**config.mk**
```make
export PLATFORM = sky130hd
export DESIGN_NAME = usec_timer_io
export DESIGN_NICKNAME = d
export VERILOG_FILES = /design/src/rtl/timer_pkg.sv /design/src/rtl/usec_prescaler.sv /design/src/rtl/usec_timer_io.sv
export SDC_FILE = /design/constraint.sdc
export NUM_CORES = 1
export LEC_CHECK = 0
export CAP_MARGIN = 20
export CORE_ASPECT_RATIO = 1.5
export CORE_MARGIN = 8
export CORE_UTILIZATION = 40
export CTS_BUF_LIST = sky130_fd_sc_hd__clkbuf_8
export CTS_CLUSTER_SIZE = 25
export DETAILED_ROUTE_END_ITERATION = 10
export PLACE_DENSITY = 0.53
export SLEW_MARGIN = 10
export SYNTH_ARGS = -nofsm -noshare
export SYNTH_HDL_FRONTEND = slang
export SYNTH_HIERARCHICAL = 1
export SYNTH_SLANG_ARGS = --single-unit
export TNS_END_PERCENT = 20
```
**constraint.sdc**
```tcl
create_clock -name clk -period 7.8 [get_ports clk]
set_clock_uncertainty 0.1 [all_clocks]
set_input_delay 2.34 -clock clk [delete_from_list [all_inputs] [get_ports clk]]
set_output_delay 2.34 -clock clk [all_outputs]
set_load 0.02 [all_outputs]
```
**src/rtl/timer_pkg.sv**
```systemverilog
// Package: timer_pkg
// Shared register indices and CTRL bit positions for the microsecond timer
// I/O block. Imported by the top level and by the bench.
package timer_pkg;

    // Register map on the 16-bit I/O bus (io_addr). Indices 6 and 7 are unused.
    typedef enum logic [2:0] {
        REG_CNT_LO = 3'd0,
        REG_CNT_HI = 3'd1,
        REG_CMP_LO = 3'd2,
        REG_CMP_HI = 3'd3,
        REG_CTRL   = 3'd4,
        REG_PERIOD = 3'd5
    } reg_idx_e;

    // CTRL register bit positions.
    localparam int CTRL_EN   = 0;  // prescaler / counter enable
    localparam int CTRL_IE   = 1;  // interrupt enable
    localparam int CTRL_PER  = 2;  // periodic compare mode
    localparam int CTRL_ARM  = 3;  // compare armed (read-only)
    localparam int CTRL_PEND = 4;  // match pending (write 1 to clear)

endpackage

```
**src/rtl/usec_prescaler.sv**
```systemverilog
// Module: usec_prescaler
// Divides the system clock down to a one-cycle pulse every MHz cycles.
// Ports:
//   clk  in  system clock
//   rst  in  asynchronous active-high reset
//   en   in  count enable; the phase is held while low
//   clr  in  synchronous clear to phase 0; suppresses the tick that cycle
//   tick out one-cycle pulse while the phase sits at MHz-1 (and en, !clr)
module usec_prescaler #(
    parameter int MHz = 25
) (
    input  logic clk,
    input  logic rst,
    input  logic en,
    input  logic clr,
    output logic tick
);

    localparam int         W    = (MHz > 1) ? $clog2(MHz) : 1;
    localparam logic [W-1:0] LAST = W'(MHz - 1);

    logic [W-1:0] r_phase;
    logic         w_at_last;

    assign w_at_last = (r_phase == LAST);
    assign tick      = en && !clr && w_at_last;

    // NOTE: sequential state uses non-blocking (<=) so every register samples
    // pre-edge values; blocking here would create order-dependent races.
    always_ff @(posedge clk or posedge rst) begin
        if (rst) begin
            r_phase <= '0;
        end else if (clr) begin
            r_phase <= '0;
        end else if (en) begin
            r_phase <= w_at_last ? '0 : r_phase + 1'b1;
        end
    end

endmodule

```
**src/rtl/usec_timer_io.sv**
```systemverilog
// Module: usec_timer_io
// Free-running 32-bit microsecond counter on the 16-bit I/O bus, with an
// atomic two-word read (LO read snapshots the high half) and a 32-bit
// compare alarm in one-shot or periodic mode driving a level interrupt.
// Ports:
//   clk, rst             system clock, asynchronous active-high reset
//   io_sel/io_rd/io_wr   block select and read/write strobes
//   io_addr              register index (see timer_pkg::reg_idx_e)
//   io_din               write data
//   io_dout              registered read data, valid the cycle after a read
//   irq                  pending & CTRL.ie
//   us_tick              one-cycle pulse on each counter increment
module usec_timer_io
    import timer_pkg::*;
#(
    parameter int MHz = 25
) (
    input  logic        clk,
    input  logic        rst,
    input  logic        io_sel,
    input  logic        io_rd,
    input  logic        io_wr,
    input  logic [2:0]  io_addr,
    input  logic [15:0] io_din,
    output logic [15:0] io_dout,
    output logic        irq,
    output logic        us_tick
);

    logic [31:0] r_count;
    logic [15:0] r_hi_latch;
    logic [15:0] r_lo_stage;
    logic [31:0] r_cmp;
    logic [15:0] r_cmp_stage;
    logic [15:0] r_period;
    logic        r_en, r_ie, r_per;
    logic        r_armed, r_pending;
    logic [15:0] r_io_dout;

    logic        w_rd, w_wr;
    logic        w_wr_cnt_lo, w_wr_cnt_hi, w_wr_cmp_lo, w_wr_cmp_hi;
    logic        w_wr_ctrl, w_wr_period, w_rd_cnt_lo;
    logic        w_tick, w_match;
    logic [31:0] w_count_inc;
    logic [15:0] w_rd_data;

    assign w_rd        = io_sel && io_rd;
    assign w_wr        = io_sel && io_wr;
    assign w_rd_cnt_lo = w_rd && (io_addr == REG_CNT_LO);
    assign w_wr_cnt_lo = w_wr && (io_addr == REG_CNT_LO);
    assign w_wr_cnt_hi = w_wr && (io_addr == REG_CNT_HI);
    assign w_wr_cmp_lo = w_wr && (io_addr == REG_CMP_LO);
    assign w_wr_cmp_hi = w_wr && (io_addr == REG_CMP_HI);
    assign w_wr_ctrl   = w_wr && (io_addr == REG_CTRL);
    assign w_wr_period = w_wr && (io_addr == REG_PERIOD);

    // A CNT_HI write clears the prescaler and masks the tick, so the loaded
    // value is neither incremented nor compared on that cycle.
    usec_prescaler #(.MHz(MHz)) u_prescaler (
        .clk  (clk),
        .rst  (rst),
        .en   (r_en),
        .clr  (w_wr_cnt_hi),
        .tick (w_tick)
    );

    // Compare against the value the counter is about to take, so pending
    // rises on the same edge that makes count == cmp.
    assign w_count_inc = r_count + 32'd1;
    assign w_match     = w_tick && r_armed && (w_count_inc == r_cmp);

    assign us_tick = w_tick;
    assign irq     = r_pending && r_ie;
    assign io_dout = r_io_dout;

    // Counter and its bus-side staging/snapshot registers.
    always_ff @(posedge clk or posedge rst) begin
        if (rst) begin
            r_count    <= '0;
            r_lo_stage <= '0;
            r_hi_latch <= '0;
        end else begin
            if (w_wr_cnt_hi)      r_count <= {io_din, r_lo_stage};
            else if (w_tick)      r_count <= w_count_inc;
            if (w_wr_cnt_lo)      r_lo_stage <= io_din;
            // Snapshot the pre-increment high half alongside the LO read.
            if (w_rd_cnt_lo)      r_hi_latch <= r_count[31:16];
        end
    end

    // Compare, reload and control state.
    always_ff @(posedge clk or posedge rst) begin
        if (rst) begin
            r_cmp       <= '0;
            r_cmp_stage <= '0;
            r_period    <= '0;
            r_armed     <= 1'b0;
            r_pending   <= 1'b0;
            r_en        <= 1'b0;
            r_ie        <= 1'b0;
            r_per       <= 1'b0;
        end else begin
            if (w_wr_cmp_lo) r_cmp_stage <= io_din;
            if (w_wr_period) r_period    <= io_din;

            // A CMP_HI write overrides the reload/disarm of a same-cycle match.
            if (w_wr_cmp_hi) begin
                r_cmp   <= {io_din, r_cmp_stage};
                r_armed <= 1'b1;
            end else if (w_match) begin
                if (r_per) r_cmp   <= r_cmp + {16'h0, r_period};
                else       r_armed <= 1'b0;
            end

            // Setting pending takes priority over a same-cycle W1C.
            if (w_match)                            r_pending <= 1'b1;
            else if (w_wr_ctrl && io_din[CTRL_PEND]) r_pending <= 1'b0;

            if (w_wr_ctrl) begin
                r_en  <= io_din[CTRL_EN];
                r_ie  <= io_din[CTRL_IE];
                r_per <= io_din[CTRL_PER];
            end
        end
    end

    // NOTE: every output of an always_comb gets a default first, so no path
    // leaves it unassigned and no latch is inferred.
    always_comb begin
        w_rd_data = '0;
        case (io_addr)
            REG_CNT_LO: w_rd_data = r_count[15:0];
            REG_CNT_HI: w_rd_data = r_hi_latch;
            REG_CMP_LO: w_rd_data = r_cmp[15:0];
            REG_CMP_HI: w_rd_data = r_cmp[31:16];
            REG_CTRL: begin
                w_rd_data[CTRL_EN]   = r_en;
                w_rd_data[CTRL_IE]   = r_ie;
                w_rd_data[CTRL_PER]  = r_per;
                w_rd_data[CTRL_ARM]  = r_armed;
                w_rd_data[CTRL_PEND] = r_pending;
            end
            REG_PERIOD: w_rd_data = r_period;
            default:    w_rd_data = '0;
        endcase
    end

    always_ff @(posedge clk or posedge rst) begin
        if (rst)       r_io_dout <= '0;
        else if (w_rd) r_io_dout <= w_rd_data;
    end

endmodule

```
==> run metrics <==
r2r worst-path depth=11; Root Driver=clkbuf_8; syn_area_per_cell=9.47 µm²; commonest non-fill, non-tap cell in the layout=dfrtp_1; WL/cell=21.9 µm; Crit Path Category=input port to output pin; Pins Over Slew Limit=0; top_reg_cell synth=dfrtp_1; R2R Setup Slk=2970 ps; Synth cell types=69; grt ovf=0; die extent in x=141 µm; Post-CTS Setup Bufs=0; sequential area share after synthesis=41.1%; CTS resizes=0; HPWL Detailed=21700 µm; CP Max Fanout=38; Post-Synth Adder-Cell Area=2.75%; maxcap violations=0; Hold Crit Class=register to register; delay of the slowest critical-path stage=670 ps; die height=204 µm; Die ar.=28700 µm²; multiplexer area fraction after synthesis=13.4%; DP Area=10000 µm²; asr flop ratio synth=100%; RePlAce Congestion=0.908; Worst setup EP type=output pin; # diodes=0; CTS Sinks=154; DRC viols=0; largest net degree at the start of global routing=115; Synth Area in Compound Gates=12.1%; CP Launch Type=input port; antenna violations before repair=0; minimum clock period=6550 ps; vias in the first global route=7563; PwrDens=255 nW/µm²; WP data arrival=4110 ps; IO buf count=41; Finished Layout Cells=1331; DP Cell Count=1298; xor and xnor area share after synthesis=8.77%; Worst Tran Pin Value=1050 ps; hold depth=2; Peak VDD IR=0.145 mV; CTS tree=built; worst-path cell chain=buf_2, nor3_2, nand2b_1, nor2_1, clkdlybuf4s50_1; Hold Path Origin=r_lo_stage[6]; Setup violations, final=0; routed vias=7503; nets=1047; Leak=4.23 nW; Mapped Area=9390 µm²; Core Area=23100 µm²; Synth Area in Simple Gates=18.0%; total routed wirelength=29200 µm; # IOs=42; Syn Inst Count=991; hold_ws=378 ps; starting density of the core=40.7%; Slew headroom=29.7%; row cnt=68; worst r2r src=r_count[0]; Final Instance Area=10500 µm²; global-route usage over all layers=20.8%; first-pass GRT wire length=44900 µm; Detail Route Antenna Nets=0; Slowest-stage cell, CP=buf_2; Final Hold Viols=0; TritonCTS buffer count=17; CTS H-tree depth=4; TNS Setup=0 ps; # hold bufs at CTS=0; period utilization=83.9%; Worst R2R End=r_cmp[26]; total power=2.67 mW; drt pass-1 iters=5; combinational family with the most area after synthesis=simple AND/OR/NAND/NOR gates; area grow syn2layout=11.5%; Post-synth EDFFs=0; clk slew on worst S/H paths=90 ps; status=finished clean; yosys warns=6; worst path required time=5360 ps; Clock Latency Late Sink=470 ps; #FFs+latches synth=154; clk buf depth=2; Max Fclk=153 MHz; RSZ-0062 raised after global routing=no; share of post-route cells with drive strength above 1=13.9%; Worst Hold End=r_count[6]; most frequent cells in the layout=dfrtp_1, nand2_1, o21ai_0; Via density=5.64; Mapped Nets=1035; 1st-iter DRT viols=428
-- synth_stat cells, drive strengths merged, types with 2 or more instances --
cell | n | share of area (%)
a2111oi | 4 | 0.37
a21oi | 24 | 1.3
or3 | 7 | 0.47
dfrtp | 154 | 41
nor2 | 54 | 2.2
o21a | 2 | 0.16
a311o | 2 | 0.21
a211oi | 4 | 0.37
mux4 | 3 | 0.72
and2 | 6 | 0.40
nand3b | 2 | 0.16
o41ai | 2 | 0.19
o21bai | 2 | 0.16
a21o | 7 | 0.56
clkbuf | 41 | 1.6
a21boi | 3 | 0.28
xnor2 | 52 | 4.9
nand4 | 28 | 1.9
a31oi | 9 | 0.60
nand2b | 4 | 0.27
mux2 | 77 | 9.2
nor4b | 3 | 0.28
and4 | 8 | 0.75
nand4b | 2 | 0.19
xor2 | 42 | 3.9
or4 | 4 | 0.32
nor3b | 2 | 0.16
nand2 | 130 | 5.2
mux2i | 32 | 3.4
ha | 19 | 2.5
a22oi | 13 | 1.0
nand3 | 36 | 2.0
and3 | 20 | 1.3
nor3 | 16 | 0.85
buf | 20 | 1.3
nor2b | 6 | 0.40
inv | 24 | 0.96
a211o | 2 | 0.20
o22a | 2 | 0.19
o21ai | 96 | 5.1
nor4 | 9 | 0.92
o31ai | 3 | 0.24
-- worst max-delay path: cells and delay by family --
kind	cells	cell delay, ps
buffers and inverters	2	1300
and+or+nand+nor	3	460
-- per-stage QoR --
step | util [%] | worst slack [ps]
3_3_place_gp | 43.4 | 1240
5_1_grt | 45.4 | 1120
3_5_place_dp | 43.5 | 1230
2_1_floorplan | - | 1350
6_report | 45.4 | 1250
4_1_cts | 45.3 | 1210
-- flip-flops by register name, indices dropped and copies added (netlist names) --
register and cells:
r_hi_latch 16, r_armed 1, r_cmp_stage 16, u_prescaler/r_phase 5, r_ie 1, r_lo_stage 16, r_pending 1, io_dout 16
r_en 1, r_count 32, r_period 16, r_cmp 32, r_per 1
-- layer usage --
layer  vias up  routed length (µm)  global-route usage (%)
li1       3551                   -                       -
met1      3684               11400                    22.0
met2       190               15000                    37.2
met3        78                 963                    3.65
met4         0                1790                    13.4
met5         -                   0                       0
-- report_power, final --
group	leakage (nW)	internal (mW)	switching [mW]
Clock	0.202	0.322	0.326
Combinational	2.08	0.384	0.401
Sequential	1.94	0.975	0.263
Total	4.23	1.68	0.990
-- layout make-up --
cell class / count / area (µm²)
Clock buffer: 21 / 289
Clock inverter: 11 / 134
Fill cell: 2240 / 12600
Inverter: 24 / 95.1
Multi-Input combinational cell: 752 / 5180
Tap cell: 315 / 394
Timing Repair Buffer: 54 / 520
Sequential cell: 154 / 3850
-- worst max path at each step --
| stage | startpoint | endpoint | slack, ps | cells past startpoint |
|---|---|---|---|---|
| 2_1_floorplan | rst | io_dout[0] | 1350 | 1 |
| 3_3_place_gp | io_addr[1] | us_tick | 1240 | 5 |
| 3_5_place_dp | io_addr[1] | us_tick | 1230 | 5 |
| 4_1_cts | io_addr[1] | us_tick | 1210 | 5 |
| 5_1_grt | io_addr[1] | us_tick | 1120 | 5 |
| 6_report | io_addr[1] | us_tick | 1250 | 5 |
-- logic make-up after synthesis --
logic type | Yosys count
multiplexers | 112
AND/OR/NAND/NOR | 339
adder cells (fa/ha/maj) | 20
flip-flops | 154
AO/OA/AOI/OAI | 187
buffers and inverters | 85
XOR/XNOR | 94
Note: power is estimated with default switching activity, not from simulation.
